==> config.mk <==
export PLATFORM = sky130hd
export DESIGN_NAME = sr_ff_driver
export DESIGN_NICKNAME = d
export VERILOG_FILES = /design/src/rtl/sr_ff_driver.sv
export SDC_FILE = /design/constraint.sdc
export NUM_CORES = 1
export LEC_CHECK = 0
export ABC_AREA = 1
export CAP_MARGIN = 20
export CORE_ASPECT_RATIO = 0.8
export CORE_MARGIN = 2
export CORE_UTILIZATION = 25
export CTS_CLUSTER_DIAMETER = 150
export DETAILED_ROUTE_END_ITERATION = 10
export GPL_TIMING_DRIVEN = 0
export PLACE_DENSITY = 0.56
export SKIP_LAST_GASP = 1
export SLEW_MARGIN = 20
export SYNTH_ARGS = -nofsm -noshare
export SYNTH_HDL_FRONTEND = slang
export SYNTH_SLANG_ARGS = --single-unit
==> constraint.sdc <==
create_clock -name CLK -period 1.9 [get_ports CLK]
set_input_delay 0.38 -clock CLK [delete_from_list [all_inputs] [get_ports CLK]]
set_output_delay 0.38 -clock CLK [all_outputs]
set_load 0.1 [all_outputs]
==> src/rtl/sr_ff_driver.sv <==
// -----------------------------------------------------------------------------
// sr_ff_driver
//
// Writes single bits of an external bank of SR flip-flops and confirms each
// write through the Q readback. A request names one flip-flop and the value it
// should hold. If the readback already shows that value, nothing is driven.
// Otherwise the driver pulses S (to set) or R (to clear) for one cycle, checks
// the readback, and re-drives up to MAX_RETRY more times before it gives up.
// The outcome is reported as a one-cycle DONE or ERR pulse, together with the
// number of re-drives that were used.
//
// Ports
//   CLK        sole clock, rising edge
//   RST        synchronous, active-high reset
//   REQ_VALID  a write request is present
//   REQ_READY  driver is idle and can accept a request
//   REQ_IDX    index of the target flip-flop
//   REQ_VAL    value the target flip-flop should hold
//   S, R       registered set / reset excitation to the bank (all-zero = hold)
//   Q_FB       Q readback from the bank
//   DONE       one-cycle pulse: target bit verified
//   ERR        one-cycle pulse: bad index, or re-drives exhausted
//   RETRIES    re-drives used by the last completed request, held until the
//              next completion
// -----------------------------------------------------------------------------
module sr_ff_driver #(
    parameter int WIDTH     = 8,   // flip-flops in the bank, 2..32
    parameter int MAX_RETRY = 3    // re-drives after the first failed check, 0..15
) (
    input  logic                     CLK,
    input  logic                     RST,
    input  logic                     REQ_VALID,
    output logic                     REQ_READY,
    input  logic [$clog2(WIDTH)-1:0] REQ_IDX,
    input  logic                     REQ_VAL,
    output logic [WIDTH-1:0]         S,
    output logic [WIDTH-1:0]         R,
    input  logic [WIDTH-1:0]         Q_FB,
    output logic                     DONE,
    output logic                     ERR,
    output logic [3:0]               RETRIES
);

    localparam int         IDX_W       = $clog2(WIDTH);
    localparam logic [3:0] RETRY_LIMIT = 4'(MAX_RETRY);

    // Four states in a 2-bit code: every encoding is a legal state.
    typedef enum logic [1:0] {
        IDLE  = 2'b00,
        DRIVE = 2'b01,
        CHECK = 2'b10,
        RESP  = 2'b11
    } state_t;

    state_t           state;
    state_t           state_nxt;

    // Request captured on accept; REQ_IDX / REQ_VAL are ignored afterwards.
    logic [IDX_W-1:0] idx_q;
    logic             val_q;

    // Re-drives performed so far for the request in flight.
    logic [3:0]       attempt_q;
    logic [3:0]       attempt_nxt;

    logic             accept;
    logic             idx_ok;
    logic             req_bit;
    logic             cur_bit;
    logic             resp_err_nxt;
    logic [3:0]       retries_nxt;
    logic [IDX_W-1:0] drive_idx;
    logic             drive_val;
    logic [WIDTH-1:0] drive_mask;

    assign REQ_READY = (state == IDLE);
    assign accept    = REQ_VALID && REQ_READY;

    // The index field can encode values past the bank when WIDTH is not a
    // power of two; those requests are rejected without touching S/R.
    assign idx_ok    = 32'(REQ_IDX) < 32'(WIDTH);

    // Readback of the requested bit at accept time, and of the latched target
    // bit while checking.
    assign req_bit   = Q_FB[REQ_IDX];
    assign cur_bit   = Q_FB[idx_q];

    // One-hot select of the bit about to be driven. On the accept edge the
    // target comes straight from the request, since idx_q is not loaded yet.
    assign drive_mask = {{(WIDTH-1){1'b0}}, 1'b1} << drive_idx;

    // -------------------------------------------------------------------------
    // Next-state and response decode
    // -------------------------------------------------------------------------
    always_comb begin
        // NOTE: every signal gets a value before the case statement, so no
        // path through the block leaves one unassigned and no latch is inferred.
        state_nxt    = state;
        attempt_nxt  = attempt_q;
        resp_err_nxt = 1'b0;
        retries_nxt  = attempt_q;
        drive_idx    = idx_q;
        drive_val    = val_q;

        case (state)
            IDLE: begin
                if (accept) begin
                    drive_idx   = REQ_IDX;
                    drive_val   = REQ_VAL;
                    attempt_nxt = 4'd0;
                    retries_nxt = 4'd0;
                    if (!idx_ok) begin
                        state_nxt    = RESP;
                        resp_err_nxt = 1'b1;
                    end else if (req_bit == REQ_VAL) begin
                        // Already holds the requested value: nothing to drive.
                        state_nxt = RESP;
                    end else begin
                        state_nxt = DRIVE;
                    end
                end
            end

            DRIVE: state_nxt = CHECK;

            CHECK: begin
                if (cur_bit == val_q) begin
                    state_nxt = RESP;
                end else if (attempt_q < RETRY_LIMIT) begin
                    attempt_nxt = attempt_q + 4'd1;
                    state_nxt   = DRIVE;
                end else begin
                    state_nxt    = RESP;
                    resp_err_nxt = 1'b1;
                end
            end

            RESP: state_nxt = IDLE;

            default: state_nxt = IDLE;
        endcase
    end

    // -------------------------------------------------------------------------
    // State, request capture and registered outputs
    //
    // S, R, DONE, ERR and RETRIES are loaded from the next-state decode, so
    // they are valid during the cycle the FSM spends in DRIVE / RESP.
    // S and R come from one mask gated by opposite senses of drive_val, so no
    // bit can ever see both set and reset at once.
    // -------------------------------------------------------------------------
    always_ff @(posedge CLK) begin
        // NOTE: state is updated with non-blocking assignments so that every
        // register samples values from before the edge, in any order.
        if (RST) begin
            state     <= IDLE;
            idx_q     <= '0;
            val_q     <= 1'b0;
            attempt_q <= 4'd0;
            S         <= '0;
            R         <= '0;
            DONE      <= 1'b0;
            ERR       <= 1'b0;
            RETRIES   <= 4'd0;
        end else begin
            state     <= state_nxt;
            attempt_q <= attempt_nxt;

            if (accept) begin
                idx_q <= REQ_IDX;
                val_q <= REQ_VAL;
            end

            if (state_nxt == DRIVE) begin
                S <= drive_val ? drive_mask : '0;
                R <= drive_val ? '0 : drive_mask;
            end else begin
                S <= '0;
                R <= '0;
            end

            DONE <= (state_nxt == RESP) && !resp_err_nxt;
            ERR  <= (state_nxt == RESP) &&  resp_err_nxt;

            if (state_nxt == RESP) begin
                RETRIES <= retries_nxt;
            end
        end
    end

endmodule
==> impl_metrics.ini <==
[drt]
ant_nets = 0
firstDrtPassIters = 4
drtIter0Drc = 31
vias = 1244
drc = 0
viasPerCell = 4.19
routed_wl_mm = 2.97
wl_per_cell_um = 9.98

[outcome]
status = complete, no violations

[critical_path]
crit_buf_inv = 1
cp_max_fo = 2
worstPathCellList = dlygate4sd2_1
critPathCaptureType = output pin
slowest_stage = dlygate4sd2_1
required_ps = 1520
startpoint_type = flip-flop
cp_slowest_stage_delay_ps = 850
path_class = reg -> out
cpLargestDelayFamily = buffers and inverters
cp_data_arrival_time_ps = 1460

[clock_network]
cts_tree = done
clkTransAtPathRegs_ps = 70
cts_buffers = 5
postCtsSetupBuffers = 0
clk_latency_ps = 280
clock_path_buffers = 2
cts-root-buf = clkbuf_8
cts_sinks = 32
htree_levels = 2

[global_routing]
grt-ovfl-total = 0
grt_max_degree = 11
grt.total_usage_pct = 10.6
grt_pass1_vias = 1197
antenna_found_initial = 0
grt_pass1_wl_mm = 5.03

[cells_and_area]
fill_cells = 580
final_nets = 248
antenna_cells = 0
stdcell_area_um2 = 1890
area_delta_synth_final_pct = 38.6
drive_gt1_share_pct = 9.48
utilization_pct = 35.3

[synth]
seq_area_frac_synth_pct = 47.1
synth.distinct_cells = 23
avgSynthCellArea_um2 = 7.24
synth-seq-cells = 32
synth_nets = 204
syn-cell-area_um2 = 1360
synth_most_common_cell = nand2_1
synth_flop_cell = dfxtp_1
ys_top_cells_by_count = 49 x nand2_1, 35 x nor2_1, 32 x dfxtp_1, 21 x inv_1, 20 x nand3_1
synth_edf_count = 0
async_reset_ff_share_pct = 0
syn_inst = 188
synth_top_area_cell = dfxtp_1
yosys_warnings = 0
synth_area_leaders = dfxtp_1 47%, nand2_1 14%, nor2_1 9.7%
yosys.area.top_type_share_pct = 47.1

[pwr]
cellLeakagePower_uw = 0.000930
clock_power_share_pct = 30.9
pwr-share-seq_pct = 40.8
p_sw_share_pct = 35.1
p_sw_uw = 628
ir_drop_uv = 390
combPwrFrac_pct = 28.3
internal_power_uw = 1160
power_density_nw_per_um2 = 949

[placement]
hpwl_mm = 2.31
gp_routability_congestion = 0.812
post-place-ws_ps = -191
dpl_cell_area_um2 = 1820
io_buffers = 37

[timing]
setup_viol = 0
final_max_slew_viol_count = 0
finalWorstSetupSlack_ps = 64.2
clock_skew_ps = 6.23
final_hold_viol_count = 0
tightest_slew_ps = 959
rsz0062_at_grt = no
min_period_ps = 1840
fin_hold_ws_ps = 474
max-slew-margin-rel_pct = 36.3
finalCritPeriodShare_pct = 96.6
max_freq_mhz = 545

[floorplan]
die_x_um = 86.5
io_pins = 38
die_area_um2 = 6060
rows = 24
core_um2 = 5350
initial_utilization_pct = 25.5
die_y_um = 70

[worst_hold_path]
hp-class = reg -> reg

[flow_run]
cap_violations = 0
-- path summary, 6_finish.rpt --
kind	cells past startpoint	endpoint	slack (ps)	startpoint
max	1	RETRIES[1]	60	RETRIES[1]$_SDFFE_PP0N_
min	2	attempt_q[3]$_SDFFE_PP0P_	470	attempt_q[3]$_SDFFE_PP0P_
max reg2reg	11	RETRIES[0]$_SDFFE_PP0N_	320	idx_q[0]$_SDFF_PP0_
min reg2reg	2	attempt_q[3]$_SDFFE_PP0P_	470	attempt_q[3]$_SDFFE_PP0P_
-- per-stage QoR --
| step | TNS [ps] | cells | total power (µW) |
|---|---|---|---|
| 2_1_floorplan | 0 | 188 | 1140 |
| 3_3_place_gp | -3020 | 290 | 1270 |
| 3_5_place_dp | -3200 | 290 | 1270 |
| 4_1_cts | -105 | 297 | 1810 |
| 5_1_grt | 0 | 297 | 1890 |
| 6_report | 0 | 297 | 1790 |
-- power groups by stage --
stage	logic [µW]	registers, µW	clock network (µW)
2_1_floorplan	259	885	0
3_5_place_dp	527	746	0
6_report	506	730	554
4_1_cts	512	731	571
5_1_grt	550	736	605
3_3_place_gp	524	747	0
-- registers in the layout, summed over array words and instances, names as in the netlist, 2 cells and up --
| register | flops |
|---|---|
| RETRIES | 4 |
| state | 2 |
| attempt_q | 4 |
| R | 8 |
| idx_q | 3 |
| S | 8 |
-- per-layer routing --
layer / vias to the layer above / global-route usage, % / share of wire, %
met3: 5 / 3.90 / 6.0
met5: - / 0 / 0
met4: 0 / 4.17 / 1.4
met2: 22 / 17.3 / 44
li1: 668 / - / -
met1: 549 / 12.7 / 48
-- repair_timing --
item / in CTS / in global routing
endpoints found under the hold margin: 0 / 0
hold buffers: 0 / 0
gates resized for setup: 23 / 3
gates cloned: 0 / 0
pin swaps: 0 / 0
endpoints found under the setup margin: 23 / 7
-- layout by cell type (no fill, tap or decap), types with 2 or more instances in the layout --
master	n
clkdlybuf4s50_1	13
nand4_4	2
nand3_1	20
nand2_2	2
dfxtp_1	32
nor2_1	34
o21ai_0	2
nand2_1	49
o21ai_1	2
inv_2	3
clkbuf_8	7
inv_1	21
nor3_1	2
dlygate4sd2_1	22
a21oi_1	6
o21ai_2	2
-- layout make-up --
class	instances	area, µm²	share of cell area, %
clock buffer	7	96.3	5.11
inverter	25	93.8	4.97
sequential	32	641	34.0
multi-input combinational	129	626	33.2
tap	65	81.3	4.31
buffer	2	8.76	0.464
timing repair buffer	37	340	18.0
-- cells by family after synthesis --
family | Yosys count | share of synthesized area (%)
and+or+nand+nor | 116 | 39.5
buffers and inverters | 27 | 7.54
adders and majority gates | 1 | 0.919
AOI/OAI and AO/OA | 12 | 4.96
DFF | 32 | 47.1
No activity file was read; power rests on OpenSTA's default activity.
==> RTL edit (config.mk and constraints unchanged) <==
The 4 states of `state_t` get a Gray code encoding in 2 bits.
--- a/src/rtl/sr_ff_driver.sv
+++ b/src/rtl/sr_ff_driver.sv
@@ -50,4 +50,4 @@
         DRIVE = 2'b01,
-        CHECK = 2'b10,
-        RESP  = 2'b11
+        CHECK = 2'b11,
+        RESP  = 2'b10
     } state_t;
Formal check against the unedited RTL: same outputs for any inputs over 10 cycles, from zero or initial values and one cycle with RST high; not proved beyond that.
==> RTL edit against the unedited design <==
Die area rose by 9.2%; first-iteration DRC count rose by 81%; clock skew is 2.2 ps higher; register-to-register slack lost 210 ps; final cell count increased by 11%; final area rose by 13%; sequential cell count unchanged; worst setup slack got worse by 5.4 ps; area after synthesis is 9.7% higher; wire length grew 15%; largest cell class is now multi-input combinational cells.
Power is not compared: it rests on default switching activity, and its combinational part moved more than twofold at a synthesized area within 25%.
==> RTL edit: results (changes against the unedited design) <==
Power and ir drop
  – P_leak: 1.06 nW
  – Max IR drop VDD: 540 µV

Cells and area
  – Antenna cells: 0 (unchanged)
  – NumNets Final: 268 (+8.1%)
  – Largest regs: R x8, S x8
  – Layout cell share with drive strength beyond 1: 15.7% (+6.2 points)

Critical path
  – Critical Path Slowest Stage Cell: dlygate4sd2_1
  – CP arrival: 1460 ps (about the same)
  – Flop2flop setup slack: 110 ps (-210 ps)
  – Reg2reg end: S[0]$_SDFF_PP0_
  – CP max FO: 2 (unchanged)
  – Crit path from: RETRIES[0]$_SDFFE_PP0N_
  – Setup crit end: RETRIES[0]
  – CP peak stage delay: 850 ps (about the same)
  – CP top delay family: buffers and inverters
  – Worst R2R Path Depth: 9 (-2)
  – FF-to-FF Start: state[0]$_SDFF_PP0_

Placement
  – Placed Cells: 321 (+11%)
  – Global placer's final weighted congestion: 0.811 (-0.11%)
  – Hpwl dp: 2.58 mm (+12%)
  – Area of placed instances: 1980 µm² (+8.7%)
  – I/O Buffers: 37 (unchanged)

STA
  – Headroom to the max-slew limit: 35.6% (-0.66 points)
  – WHS: 465 ps (-9.70 ps)
  – Clk_skew: 8.47 ps (+2.24 ps)

Clock tree
  – Clock Latency Late Sink: 280 ps (about the same)
  – CTS clk-pin slew, worst paths: 70 ps (about the same)
  – Htree depth: 2 (unchanged)
  – Root buffer cell: clkbuf_8
  – CTS Buf Count: 5 (unchanged)
  – Clock tree buffer depth: 2 (unchanged)

Detailed routing
  – Vias/cell: 4.19 (+0.13%)
  – DRT Pass-1 Iters: 4 (unchanged)
  – Per-cell routed wire length: 10.3 µm (+3.6%)
  – Drt total wl: 3.41 mm (+15%)
  – Detailed Route Iter0 Violations: 56 (+81%)

Status
  – Status: completed

Synth
  – Post-synth cell types: 23 (unchanged)
  – Syn Area/Cell: 7.36 µm² (+1.6%)
  – Synth warnings: 0 (unchanged)
  – Synth top cells by count: nor2_1 (41), nand2_1 (38), dfxtp_1 (32)
  – Cells taking the most area after synthesis: dfxtp_1 (43%), nor2_1 (10%), nand2_1 (9.5%), nand3_1 (7.0%), inv_1 (5.3%)
  – Dominant synthesized flop cell: dfxtp_1
  – Sequential share of the synthesized area: 42.9% (-4.2 points)
  – Syn_nets: 223 (+9.3%)
  – Asr flop ratio synth: 0% (unchanged)

GRT
  – Largest net degree at the start of global routing: 12 (+1)
  – First-pass GRT wire length: 5.82 mm (+16%)
  – Initial antenna violation count: 0 (unchanged)
  – GRT Overall Usage: 11.2% (+0.61 points)
  – Vias in the first global route: 1260 (+5.3%)

Min path
  – Worst hold start: attempt_q[3]$_SDFFE_PP0P_
  – Worst hold-check path type: reg2reg
==> RTL edit: cell type report <==
type                            count  area (µm²)
Inverter                           23        86.3
Multi-Input combinational cell    143         764
Fill cell                         641        3720
Buffer                              5        58.8
Clock buffer                        5        68.8
Clock inverter                      3        42.5
Sequential cell                    32         641
Timing Repair Buffer               38         365
Tap cell                           81         101
==> RTL edit: worst min-delay path by stage <==
stage / to / cells past startpoint
final: attempt_q[3]$_SDFFE_PP0P_ / 2
after detailed placement: attempt_q[3]$_SDFFE_PP0P_ / 2
after global routing: attempt_q[3]$_SDFFE_PP0P_ / 2
after global placement: attempt_q[3]$_SDFFE_PP0P_ / 2
after floorplan: attempt_q[3]$_SDFFE_PP0P_ / 2
after CTS: attempt_q[3]$_SDFFE_PP0P_ / 2
==> RTL edit: logic make-up after synthesis <==
family	synth area share [%]
xor gates and xnor gates	0.586
AOI/OAI and AO/OA	8.29
buffers and inverters	9.46
DFF	42.9
and+or+nand+nor	34.6
adders and majority gates	4.19
==> RTL edit: what timing repair did <==
action,4_1_cts,5_1_grt
setup buffers,0,1
gates resized for setup,24,28
hold buffers,0,0
endpoints found under the setup margin,26,24
pin swaps,0,6
==> RTL edit: stage by stage <==
| step | setup TNS, ps | setup slack, ps |
|---|---|---|
| 4_1_cts | -228 | -228 |
| 3_3_place_gp | -7190 | -326 |
| 6_report | 0 | 58.8 |
| 5_1_grt | -97.8 | -39.8 |
| 2_1_floorplan | 0 | 42.9 |
| 3_5_place_dp | -6960 | -297 |
==> RTL edit: power breakdown <==
part | total, mW | internal (mW) | switching (mW)
logic | 1.84 | 0.533 | 1.31
clock network | 0.644 | 0.388 | 0.257
registers | 0.846 | 0.781 | 0.0655
==> RTL edit: metal layers <==
layer	GRT usage (%)	wire, µm	up-vias
met3	4.44	164	4
met2	16.7	1460	34
met5	0	0	-
met4	3.59	33	0
li1	-	-	733
met1	15.0	1760	613
